--- src/rtl/ps2_key_source.sv ---
// ps2_key_source: decodes a raw PS/2 keyboard stream into the 11-bit {toggle, pressed, extended, code} ps2_key event word
// Ports: clk_sys/reset (sync, active-high); ps2_clk/ps2_data raw async PS/2 lines;
//        ps2_key event word (bit 10 toggles per event); frame_err one-cycle pulse on a discarded frame.
// Params: CLK_FILTER stable samples before the filtered clock moves; TIMEOUT clk_sys cycles allowed between bits.
// Macro: PS2_TYPEMATIC_FILTER_EN suppresses repeated makes of the last held key.
module ps2_key_source #(
  parameter int CLK_FILTER = 8,
  parameter int TIMEOUT = 12000
) (
  input  logic        clk_sys,
  input  logic        reset,
  input  logic        ps2_clk,
  input  logic        ps2_data,
  output logic [10:0] ps2_key,
  output logic        frame_err
);
  typedef enum logic [1:0] {IDLE, DATA, PARITY, STOP} state_t;
  localparam int FW = $clog2(CLK_FILTER + 1);
  localparam int WW = $clog2(TIMEOUT + 1);
  logic [1:0] clk_sync, dat_sync;
  logic filt, filt_q, fall;
  logic [FW-1:0] fcnt;
  state_t state;
  logic [2:0] bit_cnt;
  logic [7:0] sr;
  logic par_ok, byte_valid, ext, rel, ignore, consume, dup;
  logic [WW-1:0] wd;
  logic [2:0] skip;
  always_ff @(posedge clk_sys) begin
    if (reset) begin
      clk_sync <= 2'b11;
      dat_sync <= 2'b11;
      filt <= 1'b1;
      filt_q <= 1'b1;
      fcnt <= '0;
      fall <= 1'b0;
    end else begin
      clk_sync <= {clk_sync[0], ps2_clk};
      dat_sync <= {dat_sync[0], ps2_data};
      filt_q <= filt;
      fall <= filt_q & ~filt;
      if (clk_sync[1] == filt) fcnt <= '0;
      else if (fcnt == FW'(CLK_FILTER - 1)) begin
        filt <= clk_sync[1];
        fcnt <= '0;
      end else fcnt <= fcnt + 1'b1;
    end
  end
  always_ff @(posedge clk_sys) begin
    if (reset) begin
      state <= IDLE;
      bit_cnt <= '0;
      sr <= '0;
      par_ok <= 1'b0;
      wd <= '0;
      byte_valid <= 1'b0;
      frame_err <= 1'b0;
    end else begin
      byte_valid <= 1'b0;
      frame_err <= 1'b0;
      wd <= (state == IDLE || fall) ? '0 : wd + 1'b1;
      if (state != IDLE && !fall && wd == WW'(TIMEOUT - 1)) begin
        state <= IDLE;
        frame_err <= 1'b1;
      end else if (fall) begin
        case (state)
          IDLE: begin
            if (!dat_sync[1]) state <= DATA;
            bit_cnt <= '0;
          end
          DATA: begin
            sr <= {dat_sync[1], sr[7:1]};
            bit_cnt <= bit_cnt + 1'b1;
            if (bit_cnt == 3'd7) state <= PARITY;
          end
          PARITY: begin
            par_ok <= ^{sr, dat_sync[1]};
            state <= STOP;
          end
          default: begin
            byte_valid <= dat_sync[1] & par_ok;
            frame_err <= ~(dat_sync[1] & par_ok);
            state <= IDLE;
          end
        endcase
      end
    end
  end
  always_comb begin
    ignore = sr inside {8'h00, 8'hAA, 8'hEE, 8'hFA, 8'hFC, 8'hFD, 8'hFE, 8'hFF, 8'hE0, 8'hF0, 8'hE1};
    consume = byte_valid && skip == 3'd0 && !ignore;
  end
`ifdef PS2_TYPEMATIC_FILTER_EN
  logic [8:0] last_make;
  logic lm_valid, match;
  always_comb begin
    match = lm_valid && last_make == {ext, sr};
    dup = !rel && match;
  end
  always_ff @(posedge clk_sys) begin
    if (reset) begin
      last_make <= '0;
      lm_valid <= 1'b0;
    end else if (consume && !rel) begin
      last_make <= {ext, sr};
      lm_valid <= 1'b1;
    end else if (consume && match) lm_valid <= 1'b0;
  end
`else
  always_comb dup = 1'b0;
`endif
  always_ff @(posedge clk_sys) begin
    if (reset) begin
      ps2_key <= '0;
      ext <= 1'b0;
      rel <= 1'b0;
      skip <= '0;
    end else if (frame_err) begin
      ext <= 1'b0;
      rel <= 1'b0;
    end else if (byte_valid) begin
      if (skip != 3'd0) skip <= skip - 3'd1;
      else if (sr == 8'hE0) ext <= 1'b1;
      else if (sr == 8'hF0) rel <= 1'b1;
      else if (sr == 8'hE1) skip <= 3'd7;
      else if (consume) begin
        ps2_key <= dup ? ps2_key : {~ps2_key[10], ~rel, ext, sr};
        ext <= 1'b0;
        rel <= 1'b0;
      end
    end
  end
endmodule

--- config.mk ---
export PLATFORM = sky130hd
export DESIGN_NAME = ps2_key_source
export DESIGN_NICKNAME = d
export VERILOG_FILES = /design/src/rtl/ps2_key_source.sv
export SDC_FILE = /design/constraint.sdc
export NUM_CORES = 1
export LEC_CHECK = 0
export ABC_AREA = 1
export BUFFER_PORTS_ARGS = -buffer_cell sky130_fd_sc_hd__clkbuf_2
export CORE_AREA = 2 2 64 81
export DETAILED_ROUTE_END_ITERATION = 8
export DIE_AREA = 0 0 66 83
export HOLD_SLACK_MARGIN = 0.12
export PLACE_DENSITY_LB_ADDON = 0.08
export RECOVER_POWER = 100
export SETUP_SLACK_MARGIN = 0.3
export SYNTH_ARGS = -nofsm -noshare
export SYNTH_HDL_FRONTEND = slang
export SYNTH_SLANG_ARGS = --single-unit
--- constraint.sdc ---
create_clock -name clk_sys -period 2.1 [get_ports clk_sys]
set_clock_uncertainty 0.2 [all_clocks]
set_input_delay 0.105 -clock clk_sys [delete_from_list [all_inputs] [get_ports clk_sys]]
set_output_delay 0.105 -clock clk_sys [all_outputs]
set_load 0.02 [all_outputs]
[After elaboration in Yosys (flattened, before gate mapping)]
Index checks and enable logic that the tools add are counted.
W data, S select, Z words.
Operators by class
  $add $sub $neg: 4
  multipliers: 0
  div/mod/pow operators: 0
  $lt $le $gt $ge: 0
  eq/ne operators: 23
  shift operators: 0
  muxes and demuxes: 16
  bitwise gates (word level): 14
  reduce and logical (&&, ||, !) cells: 33
Operators with widths (number)
  $eq A8 B8 Y1 const B: 10
  $reduce_and A5 Y1: 3
  $add A14 B1 Y14 const B: 1
  $eq A14 B14 Y1 const B: 1
  $mux W3: 4
  $not A1 Y1: 12
  $reduce_and A3 Y1: 4
  $reduce_bool A11 Y1: 1
  $ne A2 B2 Y1 const B: 5
  $reduce_bool A2 Y1: 5
  $reduce_xor A9 Y1: 1
  $logic_not A8 Y1: 1
  $mux W1: 8
  $reduce_and A7 Y1: 1
  $pmux W2 S3: 1
  $pmux W3 S2: 1
  $reduce_or A2 Y1: 3
  $reduce_or A3 Y1: 2
  $reduce_or A6 Y1: 1
  $add A4 B1 Y4 const B: 1
  $eq A4 B3 Y1 const B: 1
  $logic_and A1 B1 Y1: 4
  $mux W2: 2
  $ne A2 B1 Y1 const B: 2
  other kinds (13): 15
Storage, ports and cells
  register bits after elaboration: 57
  bits in latches: 0
  bits in writable memories: 0
  ROM bits: 0
  input port bits: 4
  output and inout bits: 12
  word-level logic and storage cells: 107
  memories: 0

[Logic depth before layout (Yosys ltp)]
Gate-level depths: netlist of the first run.
  word-level depth: 8
  depth in mapped cells: 12
  gate-level depth less buffers: 12

[Least setup slack after synthesis of the first run]
Ideal clock, no wire load.
  path kind: flip-flop to flip-flop
  start: register skip[0]
  end: register ps2_key[4]
  library setup time: 0.113 ns
  arrival time: 1.344 ns
  required time: 1.787 ns
  path slack: 0.443 ns
  cell stages (with the launch flop): 11
  path buffers: 1
  period minus slack after synthesis: 1.657 ns
  cell sequence: dfxtp_1 > inv_1 > ha_1 > nand2_1 > nor2_1 > o21ai_0 > nor2_2 > nand3_4 > buf_6 > nor2_1 > nor2_1
Between the ends
  word-level cells in the longest chain between the ends: 4
  elaborated cells between the ends (all ways): 6
  classes of those cells: bitwise: 1; reduce/logical: 5
Ends and longest elaborated chain
  start, declared: RTL line 28  | logic [2:0] skip;
  start signal, assigned: RTL line 122  | if (skip != 3'd0) skip <= skip - 3'd1;
  $logic_not A3 Y1: RTL line 91  | consume = byte_valid && skip == 3'd0 && !ignore;
  $logic_and A1 B1 Y1 (2 in series): RTL line 91
  $reduce_and A7 Y1 (no line) (*)
  end signal, assigned: RTL line 127  | ps2_key <= dup ? ps2_key : {~ps2_key[10], ~rel, ext, sr};
  end, declared: RTL line 14  | output logic [10:0] ps2_key,
Mark *: on every way between the ends. The rest lies on a longest branch, timed or not.
A chain may end at the register's enable or synchronous reset.

[Worst setup path in the final report of the first run]
  start: register sr[6]
  end: register ps2_key[2]
Between the ends
  word-level cells in the longest chain between the ends: 5
  elaborated cells between the ends (all ways): 18
  classes of those cells: eq/ne: 10; bitwise: 3; reduce/logical: 5
Ends and longest elaborated chain
  start, declared: RTL line 25  | logic [7:0] sr;
  start signal, assigned: RTL line 72  | sr <= {dat_sync[1], sr[7:1]};
  $eq A8 B8 Y1 (tied with other cells): RTL line 90  | ignore = sr inside {8'h00, 8'hAA, 8'hEE, 8'hFA, 8'hFC, 8'hFD, 8'hFE, 8'hFF, 8'hE0, 8'hF0, 8'hE1};
  $reduce_bool A11 Y1: RTL line 90
  $logic_not A1 Y1: RTL line 91
  $logic_and A1 B1 Y1: RTL line 91
  $reduce_and A7 Y1 (no line) (*)
Marks and branches as above.

==> results of run 1 <==
==> report_power, final <==
group / switching [mW] / internal [mW] / total, mW
logic: 0.0217 / 0.0168 / 0.0385
registers: 0.00286 / 1.09 / 1.09
clock network: 0.407 / 0.449 / 0.856
total: 0.432 / 1.55 / 1.98
==> through the flow <==
stage                     setup WS [ps]  util [%]  hold WS [ps]  instances  power (mW)
after global placement            335.9     59.67         90.12        452       1.143
after global routing              138.9     66.63         228.5        479       2.077
final                             244.4     66.63         213.4        479       1.983
after floorplan                   443.1         -         8.811        384       1.136
after detailed placement          281.7     59.67         91.12        452       1.144
after CTS                         334.6     64.90         212.7        475       2.008
==> cell families (layout without fill, tap and decap cells) <==
kind of cell | count (synthesis) | count (layout) | share of synthesized area [%]
adders and majority gates | 10 | 10 | 4.632
buffers and inverters | 65 | 97 | 10.33
AOI/OAI and AO/OA | 51 | 51 | 10.05
xor gates and xnor gates | 7 | 7 | 2.270
and+or+nand+nor | 194 | 197 | 30.48
DFF | 57 | 57 | 42.24
==> synth_stat cells (all sizes together) (4+ instances only) <==
| cell | instances |
|---|---|
| a21oi | 27 |
| buf | 6 |
| clkbuf | 4 |
| dfxtp | 57 |
| ha | 10 |
| inv | 55 |
| nand2 | 98 |
| nand3 | 14 |
| nand4 | 5 |
| nor2 | 67 |
| o21ai | 18 |
| or2 | 5 |
| xor2 | 4 |
==> metal layers <==
layer	track usage (%)	part of all wire, %	vias up
met5	0	0	-
met4	8.720	2.0	0
met3	7.859	4.1	10
met2	30.21	46	32
met1	26.82	48	1023
li1	-	-	1255
==> state kept, by name (all words and copies together) (netlist names), 3 cells and up <==
register	cells
bit_cnt	3
fcnt	4
ps2_key	11
skip	3
sr	8
wd	14
==> worst max path at each step <==
stage                     slack (ps)     endpoint  cells after the start     from
after CTS                        330  ps2_key[10]                     10    sr[3]
after global placement           340   ps2_key[0]                      9  skip[0]
after floorplan                  440   ps2_key[4]                     10  skip[0]
after detailed placement         280   ps2_key[6]                      9  skip[0]
final                            240   ps2_key[2]                     10    sr[6]
after global routing             140   ps2_key[1]                     10    sr[6]
==> repair_timing <==
item | 4_1_cts | 5_1_grt
endpoints found under the setup margin | 11 | 24
resized for setup | 1 | 39
gates cloned | 1 | 2
hold buffers | 5 | 0
hold endpoints to repair | 14 | 0
buffers inserted | 2 | 2
pin swaps | 2 | 7
==> final cells by class <==
cell class                      instances  area, um2
Clock inverter                          3      17.52
Timing Repair Buffer                   27      162.7
Fill cell                             450       1567
Inverter                               55      206.4
Clock buffer                           12      145.1
Sequential cell                        57       1151
Multi-Input combinational cell        265       1370
Tap cell                               60      75.07
==> placed cells by master (no fill, tap or decap), drive strengths merged <==
| master | synthesis | layout |
|---|---|---|
| o21bai | 1 | 1 |
| nor3 | 2 | 2 |
| clkinvlp | 0 | 1 |
| dfxtp | 57 | 57 |
| xnor2 | 3 | 3 |
| inv | 55 | 55 |
| nor2 | 67 | 67 |
| a211o | 1 | 1 |
| o21ai | 18 | 18 |
| xor2 | 4 | 4 |
| dlygate4sd3 | 0 | 5 |
| clkinv | 0 | 2 |
| nand4 | 5 | 5 |
| or2 | 5 | 5 |
| o211ai | 1 | 1 |
| ha | 10 | 10 |
| nand3 | 14 | 17 |
| o21a | 3 | 3 |
| buf | 6 | 5 |
| nor4 | 1 | 1 |
| nand2 | 98 | 98 |
| clkbuf | 4 | 29 |
| a21oi | 27 | 27 |
| nor3b | 2 | 2 |
==> worst max-delay path, cell delays in order (launching register included) <==
cell and delay, ps:
dfxtp_1 440, nand2_1 110, nor2_1 220, nand2_1 90, nand2_1 120, nor2_4 40
buf_4 150, nand3_1 200, nand2_1 80, nand2_1 70, nor2_1 40
==> metrics, run 1 <==
total CTS buffers=9; first-pass GRT wire length=8769 um; Port Buf Inserts=15; routed vias=between 2000 and 2500; Lkg Pwr=1.334 nW; # IOs=16; status=finished, final reports clean; final hold violation count=0; RSZ-0062 raised after global routing=no; Chip Height=a little over 80 um; Area contributors post-synth=dfxtp_1 (42%), nand2_1 (13%), nor2_1 (8.6%); vias in the first global route=2083; worst ir drop on vdd=between 0.5 and 0.6 mV; cell count of the worst reg-to-reg path=10; Synth area leader=dfxtp_1; Detail Route Antenna Nets=0; worst reg-to-reg setup slack=around 240 ps; power per cell area=~630 nW/um2; Starting Density=approximately 58%; Mapped Avg Cell Area=about 7.0 um2; Sink Count=57; post-synth top area share=a little over two fifths; initial antenna violation count=0; post-route cell area=~3100 um2; Final period util=between 80 and 90%; CP required=2140 ps; Synth cell types=28; gpl congestion=0.7913; sequential fraction of the synthesis area=a little over two fifths; Post-synth EDFFs=0; Max Cap Violations=0; critical path data arrival time=1890 ps; Worst-Margin Slew=~630 ps; placed cell areas=about 2800 um2; ANT cells=0; reg-to-reg startpoint=sr[6]; Hold Startpoint=dat_sync[0]; min Tclk post-route=about 1900 ps; CP Max Fanout=6; Sum Neg Setup Slack=0 ps; DRT iter0 DRCs=approximately 150; clock latency on the worst-skew pair=between 300 and 400 ps; largest net degree at the start of global routing=27; Worst slew margin=between 50 and 60%; Routed WL per cell=approximately 11 um; crit end category=register; Via density=between 4 and 5; share of cells above drive strength 1=between 10% and 20%; first drt pass iteration count=4; gr ovfl total=0; chip width=66 um; Post-synth ARST share=0%; Synth Cell Area=2701 um2; Bufs on Longest Clock Path=2; dpl hpwl=between 3000 and 4000 um; CTS tree=built; synthesis-to-layout area growth=15.79%; Net Count, Synth=398; predominant post-synthesis flop cell=dfxtp_1; synthesized flop and latch total=57; DRC errors left=0; Net count, final=~430; r2r endpoint=ps2_key[2]; cell count after synthesis=384; Finish-stage setup viols=0; Root Buffer=clkbuf_8; Setup Crit Path Kind=register to register; worst min-delay path endpoint=dat_sync[1]; Worst Setup Start Kind=register; num rows=28; Fmax=0.5389 GHz; Hold WC Path Type=register to register; Routed Wire Length=5233 um; Slew Limit Fails=0; clk slew on worst S/H paths=60 ps; Total Routing Usage GR=between 20% and 30%; warning count from the yosys run=0; Worst Hold Path Cells=1; htree depth=3; Core Area=4695 um2; die area=about 5500 um2
No activity file was read; power rests on OpenSTA's default activity.
==> run 2, diff against run 1 <==
--- a/config.mk
+++ b/config.mk
@@ -11,9 +11,9 @@
 export DETAILED_ROUTE_END_ITERATION = 8
 export DIE_AREA = 0 0 66 83
 export HOLD_SLACK_MARGIN = 0.12
+export MAX_ROUTING_LAYER = met4
 export PLACE_DENSITY_LB_ADDON = 0.08
 export RECOVER_POWER = 100
-export SETUP_SLACK_MARGIN = 0.3
 export SYNTH_ARGS = -nofsm -noshare
 export SYNTH_HDL_FRONTEND = slang
 export SYNTH_SLANG_ARGS = --single-unit
==> metrics, run 2 (synthesis gave the netlist of run 1 again) <==
critical path data arrival time=1940 ps (was 1890 ps); post-route cell area=2988 um2 (was 3128 um2); Worst Setup Start Kind=register (unchanged); Bufs on Longest Clock Path=2 (unchanged); # resized after CTS=0 (was 1); clk slew on worst S/H paths=60 ps (about the same); # IOs=16 (unchanged); routed vias=2268 (was 2320); ANT cells=0 (unchanged); top sig layer=met4 (unchanged); clock latency on the worst-skew pair=340 ps (about the same); Biggest register=wd (unchanged); Routed Wire Length=4850 um (was 5233 um); Port Buf Inserts=15 (unchanged); share of cells above drive strength 1=8.495% (was 15.75%); CP Max Fanout=17 (was 6); gpl congestion=0.8025 (was 0.7913); CP required=2170 ps (was 2140 ps); dpl hpwl=3470 um (unchanged); Hold WC Path Type=register to register (unchanged); power per cell area=664.1 nW/um2 (was 634.0 nW/um2); total CTS buffers=9 (unchanged); htree depth=3 (unchanged); Worst-Margin Slew=612.3 ps (was 630.4 ps); first-pass GRT wire length=8625 um (was 8769 um); DRC errors left=0 (unchanged); P_int=1.551 mW (about the same); DRT iter0 DRCs=134 (was 145); Largest register FFs=14 (unchanged); Setup Crit Path Kind=register to register (unchanged); Starting Density=57.54% (unchanged); NetSw=432.6 uW (was 431.7 uW); Max Cap Violations=0 (unchanged); min Tclk post-route=1877 ps (was 1856 ps); Lkg Pwr=1.305 nW (was 1.334 nW); Fmax=0.5327 GHz (was 0.5389 GHz); WL met2=2117 um (was 2414 um); Sw Share=21.80% (was 21.77%); Net count, final=422 (was 429); Comb pwr share=1.9% (about the same); num rows=28 (unchanged); placed cell areas=2801 um2 (unchanged); Core Area=4695 um2 (unchanged); commonest non-fill, non-tap cell in the layout=nand2_1 (unchanged); initial antenna violation count=0 (unchanged); clock share of power=43.2% (about the same); largest net degree at the start of global routing=27 (unchanged); M1 WL=2429 um (was 2497 um); worst ir drop on vdd=0.5502 mV (was 0.5470 mV); footprint of the multi-input gates=1279 um2 (was 1370 um2); total power=1.984 mW (was 1.983 mW); Sequential Power Share=54.9% (about the same); status=finished, final reports clean (unchanged); Finish-stage setup viols=0 (unchanged); die area=5478 um2 (unchanged); final hold violation count=0 (unchanged); post-CTS setup repair buffer count=0 (was 2); crit end category=register (unchanged); Routed WL per cell=10.28 um (was 10.92 um); CTS tree=built (unchanged); Detail Route Antenna Nets=0 (unchanged); chip width=66 um (unchanged); Via density=4.805 (was 4.843); FF+latch area=1141 um2 (was 1151 um2); synthesis-to-layout area growth=10.61% (was 15.79%); Worst slew margin=59.18% (was 57.97%); metal3 WL=168 um (was 217 um); vias in the first global route=2044 (was 2083); Slew Limit Fails=0 (unchanged); RSZ-0062 raised after global routing=no (unchanged); Root Buffer=clkbuf_8 (unchanged); Chip Height=83 um (unchanged); first drt pass iteration count=4 (unchanged); Total Routing Usage GR=20.66% (was 20.58%); Sum Neg Setup Slack=0 ps (unchanged); top flop regs=wd (14), ps2_key (11), sr (8) (unchanged); Sink Count=57 (unchanged); gr ovfl total=0 (unchanged); Final period util=89.38% (was 88.36%); final hold slack=214.4 ps (was 213.4 ps); fillcell total=466 (was 450); most frequent cells in the layout=nand2_1 (94), nor2_1 (63), dfxtp_1 (57) (was nand2_1 (89), nor2_1 (55), dfxtp_1 (49))
[run 2: cell types whose count changed in the layout (fill, tap and decap cells not counted), moves of 3 or more]
cell | previous run | this run
nand2_2 | 9 | 4
nand2_1 | 89 | 94
dfxtp_1 | 49 | 57
nor2_2 | 8 | 3
nor2_4 | 4 | 1
nor2_1 | 55 | 63
dfxtp_2 | 8 | 0
[run 2: repair_timing]
action	in CTS	in global routing
endpoints found under the hold margin	14	0
hold buffers	5	0
setup endpoints to repair	0	0
[run 2: critical path, cell delays in order, from the launching register on]
cell      delay (ps)
dfxtp_1          390
inv_1             80
ha_1             200
nand2_1          120
clkbuf_1         500
o21ai_0          170
a21oi_1          150
[run 2: power groups by stage]
stage | Sequential [mW] | Combinational, mW | Clock (mW)
detailed placement | 1.11 | 0.0315 | 0
global route | 1.09 | 0.0438 | 0.939
CTS | 1.09 | 0.0387 | 0.881
finish | 1.09 | 0.0384 | 0.857
global placement | 1.11 | 0.0311 | 0
floorplan | 1.11 | 0.0243 | 0
[run 2: layout make-up]
type	instances	share of cell area [%]
Timing Repair Buffer	23	4.146
Clock inverter	3	0.5863
Inverter	55	6.910
Clock buffer	12	4.858
Multi-Input combinational cell	262	42.80
Tap cell	60	2.513
Sequential cell	57	38.19
[run 2: stage by stage]
step	worst slack, ps	std cells	util (%)
6_report	222.9	472	63.65
5_1_grt	2.445	472	63.65
4_1_cts	263.3	472	64.21
3_5_place_dp	281.7	452	59.67
3_3_place_gp	335.9	452	59.67
2_1_floorplan	443.1	384	-
[run 2: metal layers]
metal | global-route usage (%) | vias to the layer above
met1 | 26.22 | 987
met2 | 29.57 | 30
met4 | 8.720 | 0
li1 | - | 1238
met5 | - | -
met3 | 7.453 | 13
[run 2: path summary, 6_finish.rpt]
check | startpoint | depth (start not counted) | end | slack, ps
setup / recovery | state[1] | 6 | sr[0] | 220
hold / removal | dat_sync[0] | 1 | dat_sync[1] | 210
setup reg to reg | state[1] | 6 | sr[0] | 220
hold reg to reg | dat_sync[0] | 1 | dat_sync[1] | 210
